$ cat src/rtl/y_sig_compactor_if.sv
// Bundle of the frame control, beat handshake and result signals of the
// signature compactor. The master side drives frames and beats; the slave
// side is the compactor itself.
interface y_sig_compactor_if #(
  parameter int IN_W  = 350,
  parameter int SIG_W = 32,
  parameter int CNT_W = 16
);
  logic             start;
  logic             mode;
  logic [CNT_W-1:0] frame_len;
  logic             in_valid;
  logic [IN_W-1:0]  in_data;
  logic             in_ready;
  logic             busy;
  logic             done;
  logic             drop;
  logic [CNT_W-1:0] beat_cnt;
  logic [SIG_W-1:0] sig;

  modport master (
    output start, mode, frame_len, in_valid, in_data,
    input  in_ready, busy, done, drop, beat_cnt, sig
  );

  modport slave (
    input  start, mode, frame_len, in_valid, in_data,
    output in_ready, busy, done, drop, beat_cnt, sig
  );
endinterface

$ cat src/rtl/y_sig_compactor.sv
// Signature compactor: folds each accepted wide beat down to SIG_W bits and
// accumulates it into a MISR (mode=0) or a plain XOR accumulator (mode=1)
// over a frame of frame_len beats. The final signature stands in for the
// per-cycle output when comparing simulators.
module y_sig_compactor #(
  parameter int               IN_W  = 350,
  parameter int               SIG_W = 32,
  parameter logic [SIG_W-1:0] POLY  = 32'h04C11DB7,
  parameter logic [SIG_W-1:0] SEED  = 32'hFFFFFFFF,
  parameter int               CNT_W = 16
) (
  input  logic              clk,
  input  logic              rst,
  y_sig_compactor_if.slave  bus
);

  localparam int K = (IN_W + SIG_W - 1) / SIG_W;

  typedef enum logic [1:0] {IDLE, RUN, DONE} state_t;

  state_t             r_state;
  state_t             w_state_nxt;
  logic [SIG_W-1:0]   r_sig;
  logic [CNT_W-1:0]   r_beat_cnt;
  logic               r_drop;
  logic               r_mode;
  logic [CNT_W-1:0]   r_len;
  logic               w_ready;
  logic               w_accept;
  logic               w_last;
  logic [SIG_W-1:0]   w_fold;

  // XOR of all SIG_W-bit slices of the zero-extended beat.
  function automatic logic [SIG_W-1:0] fold(input logic [IN_W-1:0] d);
    logic [K*SIG_W-1:0] ext;
    logic [SIG_W-1:0]   acc;
    ext            = '0;
    ext[IN_W-1:0]  = d;
    acc            = '0;
    for (int k = 0; k < K; k++) acc ^= ext[k*SIG_W +: SIG_W];
    return acc;
  endfunction

  // One MISR shift with polynomial feedback from the outgoing MSB.
  function automatic logic [SIG_W-1:0] misr_step(input logic [SIG_W-1:0] s,
                                                 input logic [SIG_W-1:0] f);
    return {s[SIG_W-2:0], 1'b0} ^ (s[SIG_W-1] ? POLY : '0) ^ f;
  endfunction

  assign w_fold   = fold(bus.in_data);
  assign w_ready  = (r_state == RUN);
  assign w_accept = bus.in_valid & w_ready;
  assign w_last   = (r_beat_cnt + CNT_W'(1)) == r_len;

  assign bus.in_ready = w_ready;
  assign bus.busy     = (r_state != IDLE);
  assign bus.done     = (r_state == DONE);
  assign bus.drop     = r_drop;
  assign bus.beat_cnt = r_beat_cnt;
  assign bus.sig      = r_sig;

  // State register.
  always_ff @(posedge clk or posedge rst) begin
    if (rst) r_state <= IDLE;
    else     r_state <= w_state_nxt;
  end

  // Next-state: start only honoured in IDLE; a zero-length frame skips RUN.
  always_comb begin
    w_state_nxt = r_state;
    case (r_state)
      IDLE: if (bus.start) w_state_nxt = (bus.frame_len != '0) ? RUN : DONE;
      RUN:  if (w_accept && w_last) w_state_nxt = DONE;
      DONE: w_state_nxt = IDLE;
      default: w_state_nxt = IDLE;
    endcase
  end

  // Frame setup on start, per-beat compaction in RUN, sticky drop otherwise.
  always_ff @(posedge clk or posedge rst) begin
    if (rst) begin
      r_sig      <= SEED;
      r_beat_cnt <= '0;
      r_drop     <= 1'b0;
      r_mode     <= 1'b0;
      r_len      <= '0;
    end else if (r_state == IDLE && bus.start) begin
      r_sig      <= SEED;
      r_beat_cnt <= '0;
      r_drop     <= 1'b0;
      r_mode     <= bus.mode;
      r_len      <= bus.frame_len;
    end else begin
      if (w_accept) begin
        r_sig      <= r_mode ? (r_sig ^ w_fold) : misr_step(r_sig, w_fold);
        r_beat_cnt <= r_beat_cnt + CNT_W'(1);
      end
      if (bus.in_valid && !w_ready) r_drop <= 1'b1;
    end
  end

endmodule

$ cat src/flat_wrapper.sv
// flat-port wrapper written by rule: the top's interface ports become plain ports
module y_sig_compactor_flat 
#(
  parameter int               IN_W  = 350,
  parameter int               SIG_W = 32,
  parameter logic [SIG_W-1:0] POLY  = 32'h04C11DB7,
  parameter logic [SIG_W-1:0] SEED  = 32'hFFFFFFFF,
  parameter int               CNT_W = 16
)
  (clk, rst, bus_start, bus_mode, bus_frame_len, bus_in_valid, bus_in_data, bus_in_ready, bus_busy, bus_done, bus_drop, bus_beat_cnt, bus_sig);
  y_sig_compactor_if #(.IN_W(IN_W), .SIG_W(SIG_W), .CNT_W(CNT_W)) bus_i ();
  input  logic clk;
  input  logic rst;
  input wire logic [$bits(bus_i.start)-1:0] bus_start;
  input wire logic [$bits(bus_i.mode)-1:0] bus_mode;
  input wire logic [$bits(bus_i.frame_len)-1:0] bus_frame_len;
  input wire logic [$bits(bus_i.in_valid)-1:0] bus_in_valid;
  input wire logic [$bits(bus_i.in_data)-1:0] bus_in_data;
  output wire logic [$bits(bus_i.in_ready)-1:0] bus_in_ready;
  output wire logic [$bits(bus_i.busy)-1:0] bus_busy;
  output wire logic [$bits(bus_i.done)-1:0] bus_done;
  output wire logic [$bits(bus_i.drop)-1:0] bus_drop;
  output wire logic [$bits(bus_i.beat_cnt)-1:0] bus_beat_cnt;
  output wire logic [$bits(bus_i.sig)-1:0] bus_sig;
  assign bus_i.start = bus_start;
  assign bus_i.mode = bus_mode;
  assign bus_i.frame_len = bus_frame_len;
  assign bus_i.in_valid = bus_in_valid;
  assign bus_i.in_data = bus_in_data;
  assign bus_in_ready = bus_i.in_ready;
  assign bus_busy = bus_i.busy;
  assign bus_done = bus_i.done;
  assign bus_drop = bus_i.drop;
  assign bus_beat_cnt = bus_i.beat_cnt;
  assign bus_sig = bus_i.sig;
  y_sig_compactor #(.IN_W(IN_W), .SIG_W(SIG_W), .POLY(POLY), .SEED(SEED), .CNT_W(CNT_W)) u_core (.clk(clk), .rst(rst), .bus(bus_i));
endmodule
$ cat config.mk
export PLATFORM = sky130hd
export DESIGN_NAME = y_sig_compactor_flat
export DESIGN_NICKNAME = d
export VERILOG_FILES = /design/src/rtl/y_sig_compactor_if.sv /design/src/rtl/y_sig_compactor.sv /design/src/flat_wrapper.sv
export SDC_FILE = /design/constraint.sdc
export NUM_CORES = 1
export LEC_CHECK = 0
export ABC_AREA = 1
export CORE_AREA = 2 2 166 168
export CTS_BUF_LIST = sky130_fd_sc_hd__clkbuf_16
export CTS_CLUSTER_DIAMETER = 120
export DETAILED_ROUTE_END_ITERATION = 8
export DIE_AREA = 0 0 168 170
export HOLD_SLACK_MARGIN = 0.02
export PLACE_DENSITY = 0.62
export SYNTH_ARGS = -nofsm -noshare
export SYNTH_HDL_FRONTEND = slang
export SYNTH_SLANG_ARGS = --single-unit
$ cat constraint.sdc
create_clock -name clk -period 2.7 [get_ports clk]
set_clock_uncertainty 0.05 [all_clocks]
set_input_delay 0.27 -clock clk [delete_from_list [all_inputs] [get_ports clk]]
set_output_delay 0.27 -clock clk [all_outputs]
set_load 0.1 [all_outputs]
==> reports/qor.yml, run 1 <==
timing:
  rsz0062_at_grt: "no"
  finalSetupViolations: 0
  fin_ws_ps: 627.3
  tns_ps: 0
  finalCritPeriodShare_pct: 76.77
  hold_viol_final: 0
  min_period_ps: 2073
  slew_violations: 0
  worst-slew-pin-transition_ps: 785.8
  max_clock_freq_mhz: 482.5
  relSlewSlack_pct: 47.62
worst_setup_path:
  end_kind: "flop"
  critical_path_class: "reg2reg"
  cpLargestDelayFamily: "simple AND/OR/NAND/NOR gates"
  crit_fanout: 9
  slowest_delay_ps: 530
  cp.required_ps: 2920
  startpoint_type: "flop"
  worst-path-buf-inv: 1
  cp_slowest_cell: "dfrtp_1"
  cp_common_cell: "nand2_1"
  crit_arrival_ps: 2290
  path_cells: "ha_1, nand3_1, inv_1, nand4_1, nand2_1, nand2_1, nand2_1, nand3_1, nor2_1, nand4_1, a21oi_1"
yosys:
  ys.flop_type: "dfrtp_1"
  async_reset_ff_share_pct: 100.0
  syn_area_mm2: 0.007405
  synth_seq_area_share_pct: 23.52
  yosys.area.top_type_share_pct: 23.18
  synthTopCellsByArea: "xnor2_1 (23%), xor2_1 (13%), nand2_1 (13%)"
  yosys.area.top_type: "xnor2_1"
  syn_nets: 1394
  synth_seq_cells: 68
  synth_edf_count: 0
  synth.distinct_cells: 34
  yosys_warnings: 0
  avgSynthCellArea_um2: 7.245
  syn_inst: 1022
clock_tree:
  path_clk_slew_ps: 60
  postCtsHoldBufs: 0
  cts_tree: "yes"
  cts.path.max_buffers: 2
  cts_resized: 0
  h-tree-depth: 3
  cts_sinks: 68
  cts_root_buffer: "clkbuf_16"
  cts-buffers-inserted: 9
  post_cts_buffers: 0
  clock_latency_ps: 340
floorplan:
  row_count: 60
  fp.dieH_um: 170
  die_area_mm2: 0.02856
  coreArea_mm2: 0.02665
  boundaryPins: 423
  chipWidth_um: 168
  start_util_pct: 27.78
grt:
  grtUsageTotal_pct: 17.79
  gr-total-overflow: 0
  antenna_found_initial: 0
  grt_max_degree: 47
  grt_pass1_wl_um: 39330
  grt_pass1_vias: 7629
status:
  status: "finished clean"
placement:
  dp_slack_ps: 502.4
  numPortBuffers: 422
  hpwl_um: 22290
  place_area_mm2: 0.01191
  gp_congestion: 0.8563
layout:
  layout-drive-gt1-share_pct: 11.20
  nets: 1813
  area_growth_pct: 64.84
  num_antenna_cells: 0
  fin_area_mm2: 0.01221
route:
  drt-initial-drc-count: 285
  drt_drc_violations_left: 0
  ant_nets: 0
  wirelength_um: 26300
  vias: 7627
  first_pass_iters: 5
  via_per_inst: 4.268
  wl_per_cell_um: 14.72
pwr:
  peakVddDrop_uv: 395.9
  leakage_nw: 5.198
  powerDensity_mw_per_mm2: 805.1
worst_hold_path:
  hp-class: "in2async"
flow_run:
  drv_cap: 0
final cells by class:
type                    count  area (um2)
flip-flops and latches     68        1743
inverters                 115       432.9
fillers                  2661       14450
well taps                 341       426.7
multi-input cells         815        5129
clock inverters             7       67.56
repair buffers            432        4182
clock buffers               9       225.2
report_power, final:
part | internal [mW] | leakage (nW) | switching [mW] | total, mW
clock | 0.712 | 0.145 | 0.475 | 1.19
combinational | 2.29 | 4.25 | 4.23 | 6.52
sequential | 1.57 | 0.803 | 0.550 | 2.12
cell usage after synthesis (2+ instances only):
| cell type | instances |
|---|---|
| xnor2_1 | 196 |
| nor4_1 | 4 |
| buf_1 | 2 |
| nand2_1 | 258 |
| xnor3_1 | 2 |
| nor2_2 | 2 |
| o22ai_1 | 12 |
| nand2_2 | 6 |
| clkinv_1 | 2 |
| dfstp_2 | 32 |
| nand4_1 | 6 |
| nor2_1 | 18 |
| nand3_1 | 64 |
| nor2_4 | 4 |
| clkbuf_1 | 13 |
| inv_1 | 113 |
| nand3b_1 | 11 |
| o21ai_0 | 49 |
| xor2_1 | 114 |
| dfrtp_1 | 36 |
| a21oi_1 | 18 |
| or2_2 | 37 |
| buf_2 | 7 |
| or2_1 | 6 |
placed cells by master, fill, tap and decap left out:
| cell type | instances |
|---|---|
| nand3_1 | 64 |
| buf_12 | 1 |
| o21ai_1 | 1 |
| clkinv_4 | 1 |
| nor4_1 | 4 |
| ha_1 | 1 |
| inv_6 | 1 |
| inv_1 | 113 |
| dfrtp_2 | 1 |
| mux2i_1 | 1 |
| a22o_1 | 1 |
| o22ai_1 | 12 |
| a21oi_1 | 18 |
| nor2_1 | 17 |
| nand2_2 | 6 |
| o21ai_0 | 49 |
| nor2_4 | 5 |
| nand4_1 | 6 |
| xor3_1 | 1 |
| xnor2_1 | 196 |
| nor2_2 | 2 |
| and2_1 | 1 |
| nand2_4 | 1 |
| nand2_1 | 258 |
| clkinv_2 | 2 |
| o31ai_1 | 1 |
| nand3b_1 | 11 |
| xor2_1 | 114 |
| clkbuf_16 | 9 |
| dfstp_2 | 32 |
| buf_4 | 61 |
| or2_1 | 6 |
| clkinvlp_4 | 1 |
| inv_2 | 1 |
| bufinv_16 | 1 |
| xnor3_1 | 2 |
| clkinv_1 | 2 |
| dfrtp_1 | 35 |
| or2_2 | 37 |
| clkdlybuf4s50_1 | 370 |
flip-flops by register name, indices dropped and copies added (netlist names):
name                 count
u_core.r_len            16
u_core.bus.beat_cnt     16
u_core.r_mode            1
u_core.bus.sig          32
u_core.r_state           2
u_core.bus.drop          1
logic make-up (layout without fill, tap and decap cells):
kind of cell,count (synthesis),after routing,synth area share [%]
compound gates,82,82,5.830
fa+ha+maj,1,1,0.1689
simple gates,418,418,25.43
flops,68,68,23.52
buf+inv,139,563,7.317
mux,1,1,0.1352
xor+xnor,313,313,37.60
metrics by stage:
step	power [mW]	hold slack, ps	cells	utilization (%)
after floorplan	6.842	336.6	1022	-
final	9.826	328.9	1787	45.80
after CTS	9.944	349.2	1787	45.80
after global placement	8.630	433.6	1771	44.70
after detailed placement	8.706	428.1	1771	44.70
after global routing	10.61	366.9	1787	45.80
final timing paths:
check / startpoint / end / slack, ps / cells after the start
min in group clk: bus_mode / u_core.r_mode$_DFFE_PP0P_ / 430 / 3
hold reg to reg: u_core.r_len[1]$_DFFE_PP0P_ / u_core.r_len[1]$_DFFE_PP0P_ / 450 / 2
hold / removal: rst / u_core.r_mode$_DFFE_PP0P_ / 330 / 2
setup reg to reg: u_core.bus.beat_cnt[0]$_DFFE_PP0P_ / u_core.r_state[1]$_DFFE_PP0P_ / 630 / 11
max in group asynchronous: rst / u_core.r_len[1]$_DFFE_PP0P_ / 1690 / 3
setup / recovery: u_core.bus.beat_cnt[0]$_DFFE_PP0P_ / u_core.r_state[1]$_DFFE_PP0P_ / 630 / 11
metal layers:
layer / global-route usage, % / up-vias / part of all wire (%)
li1: - / 3984 / -
met1: 19.11 / 3377 / 38
met2: 35.70 / 246 / 55
met3: 3.721 / 20 / 5.6
met4: 3.365 / 0 / 1.2
met5: 0 / - / 0
(Power assumes the default switching activity.)
==> inputs of run 2 (changes only) <==
clock period = 2.1 ns   (was 2.7 ns; I/O delays follow)
==> reports/qor.yml, run 2 (synthesized netlist as in run 1, its figures left out) <==
clock_tree:
  post_cts_buffers: 0  # unchanged
  cts_tree: "yes"
  path_clk_slew_ps: 60  # about the same
  clock_latency_ps: 350  # about the same
  cts_sinks: 68  # unchanged
  cts_resized: 0  # unchanged
  postCtsHoldBufs: 0  # unchanged
  cts-buffers-inserted: 9  # unchanged
  cts_root_buffer: "clkbuf_16"
  h-tree-depth: 3  # unchanged
  cts.path.max_buffers: 2  # unchanged
timing:
  fin_ws_ps: 171.6  # -455.7 ps
  fin_hold_ws_ps: 209.5  # -119.4 ps
  slew_violations: 0  # unchanged
  max_clock_freq_mhz: 518.6  # +7.5%
  rsz0062_at_grt: "no"
  worst-slew-pin-transition_ps: 471.4  # -314.3 ps
  finalCritPeriodShare_pct: 91.83  # +15 points
  finalSetupViolations: 0  # unchanged
  relSlewSlack_pct: 68.24  # +21 points
  min_period_ps: 1928  # -144.3 ps
  hold_viol_final: 0  # unchanged
worst_setup_path:
  cp.required_ps: 2350  # -570 ps
  endpoint: "u_core.bus.sig[16]$_DFFE_PP1P_"
  path_cells: "xor2_1, inv_1, o21ai_0, inv_1, or2_2, nand2_1, nand2_1, nand3_1, nand2_1, inv_1"
  slowest_delay_ps: 790  # +260 ps
  crit_arrival_ps: 2180  # -110 ps
  end_kind: "flop"
  worstReg2RegEnd: "u_core.bus.sig[16]$_DFFE_PP1P_"
  r2r_setup_slack_ps: 170  # -460 ps
  startpoint_type: "flop"
  cp_slowest_cell: "dfstp_4"
  crit_fanout: 17  # +8
  crit_start: "u_core.bus.sig[31]$_DFFE_PP1P_"
  critical_path_class: "reg2reg"
  r2r-start: "u_core.bus.sig[31]$_DFFE_PP1P_"
  r2r_cells: 10  # -1
pwr:
  pwr-share-seq_pct: 20.6  # -1.0 points
  leakage_nw: 5.211  # +0.24%
  powerDensity_mw_per_mm2: 1047  # +30%
  pwr-share-comb_pct: 66.9  # +0.6 points
  clock_power_share_pct: 12.5  # +0.4 points
  p_switching_mw: 6.852  # +31%
  switching_share_pct: 53.15  # -0.28 points
  p_total_mw: 12.89  # +31%
  internal_power_mw: 6.040  # +32%
  peakVddDrop_uv: 429.8  # +8.6%
layout:
  fillers: 2666  # +0.19%
  seq_area_mm2: 0.001760  # +1.0%
  area_growth_pct: 66.26
  final_common_cell: "clkdlybuf4s50_1"
  final_cell_mix: "clkdlybuf4s50_1 (370), nand2_1 (258), xnor2_1 (196)"
  fin_util_pct: 46.19  # +0.39 points
  largest_register_ffs: 32  # unchanged
  fin_cells: 1792  # +0.28%
  nets: 1817  # +0.22%
  multiInputGateArea_mm2: 0.005129  # unchanged
  layout-drive-gt1-share_pct: 12.41  # +1.2 points
floorplan:
  start_util_pct: 27.78  # unchanged
  fp.dieH_um: 170  # unchanged
  die_area_mm2: 0.02856  # unchanged
  boundaryPins: 423  # unchanged
  row_count: 60  # unchanged
  coreArea_mm2: 0.02665  # unchanged
  chipWidth_um: 168  # unchanged
flow_run:
  drv_cap: 0  # unchanged
grt:
  grt_pass1_vias: 7515  # -1.5%
  grt_max_degree: 69  # +47%
  gr-total-overflow: 0  # unchanged
  grtUsageTotal_pct: 17.85  # +0.059 points
  antenna_found_initial: 2  # +2
  grt_pass1_wl_um: 39420  # +0.23%
placement:
  hpwl_um: 22470  # +0.79%
  gp_congestion: 0.8620  # +0.67%
  placed_cells: 1775  # +0.23%
  numPortBuffers: 422  # unchanged
  dp_slack_ps: 139.1  # -363.4 ps
route:
  via_per_inst: 4.262  # -0.15%
  wirelength_um: 26160  # -0.51%
  drt-initial-drc-count: 281  # -1.4%
  vias: 7637  # +0.13%
  wl_per_cell_um: 14.60  # -0.79%
  ant_nets: 0  # unchanged
  first_pass_iters: 4  # -1
  drt_drc_violations_left: 0  # unchanged
status:
  status: "finished clean"
worst_hold_path:
  hp-class: "in2async"
-- run 2: worst min-delay path by stage --
stage                                               to  cells past startpoint
after global placement     u_core.r_len[1]$_DFFE_PP0P_                      2
after detailed placement   u_core.r_len[3]$_DFFE_PP0P_                      2
after floorplan            u_core.r_len[1]$_DFFE_PP0P_                      2
final                     u_core.r_len[15]$_DFFE_PP0P_                      3
after global routing      u_core.r_len[15]$_DFFE_PP0P_                      3
after CTS                 u_core.r_len[15]$_DFFE_PP0P_                      3
-- run 2: area by class of cell --
class | instances | share of cell area [%]
multi-input combinational | 815 | 41.66
timing repair buffer | 436 | 34.52
sequential | 68 | 14.30
inverter | 115 | 3.547
tap | 341 | 3.466
clock buffer | 9 | 1.829
clock inverter | 7 | 0.6606
antenna | 1 | 0.02033
-- run 2: critical path: cells and delay by family (launching register included) --
family                    cells  cell delay (ps)
xor gates and xnor gates      1              180
and+or+nand+nor               5              520
buffers and inverters         3              180
AOI/OAI and AO/OA             1              160
DFF                           1              790
-- run 2: power by group through the flow --
stage / Combinational, mW / Clock, mW / Sequential (mW)
after floorplan: 4.08 / 0 / 4.74
after global placement: 8.60 / 0 / 2.67
after detailed placement: 8.70 / 0 / 2.69
after CTS: 8.74 / 1.66 / 2.67
after global routing: 9.41 / 1.71 / 2.76
final: 8.63 / 1.61 / 2.65
-- run 2: layer usage --
| metal | global-route usage [%] | up-vias | wire (um) |
|---|---|---|---|
| met1 | 20.15 | 3385 | 10040 |
| met5 | 0 | - | 0 |
| li1 | - | 3999 | - |
| met4 | 3.554 | 0 | 246 |
| met2 | 33.92 | 236 | 14180 |
| met3 | 4.488 | 17 | 1694 |
-- run 2: through the flow --
stage	setup TNS (ps)	instance area (um2)
CTS	0	12310
global placement	0	12000
floorplan	-30.79	7426
global route	0	12310
finish	0	12310
detailed placement	0	12000
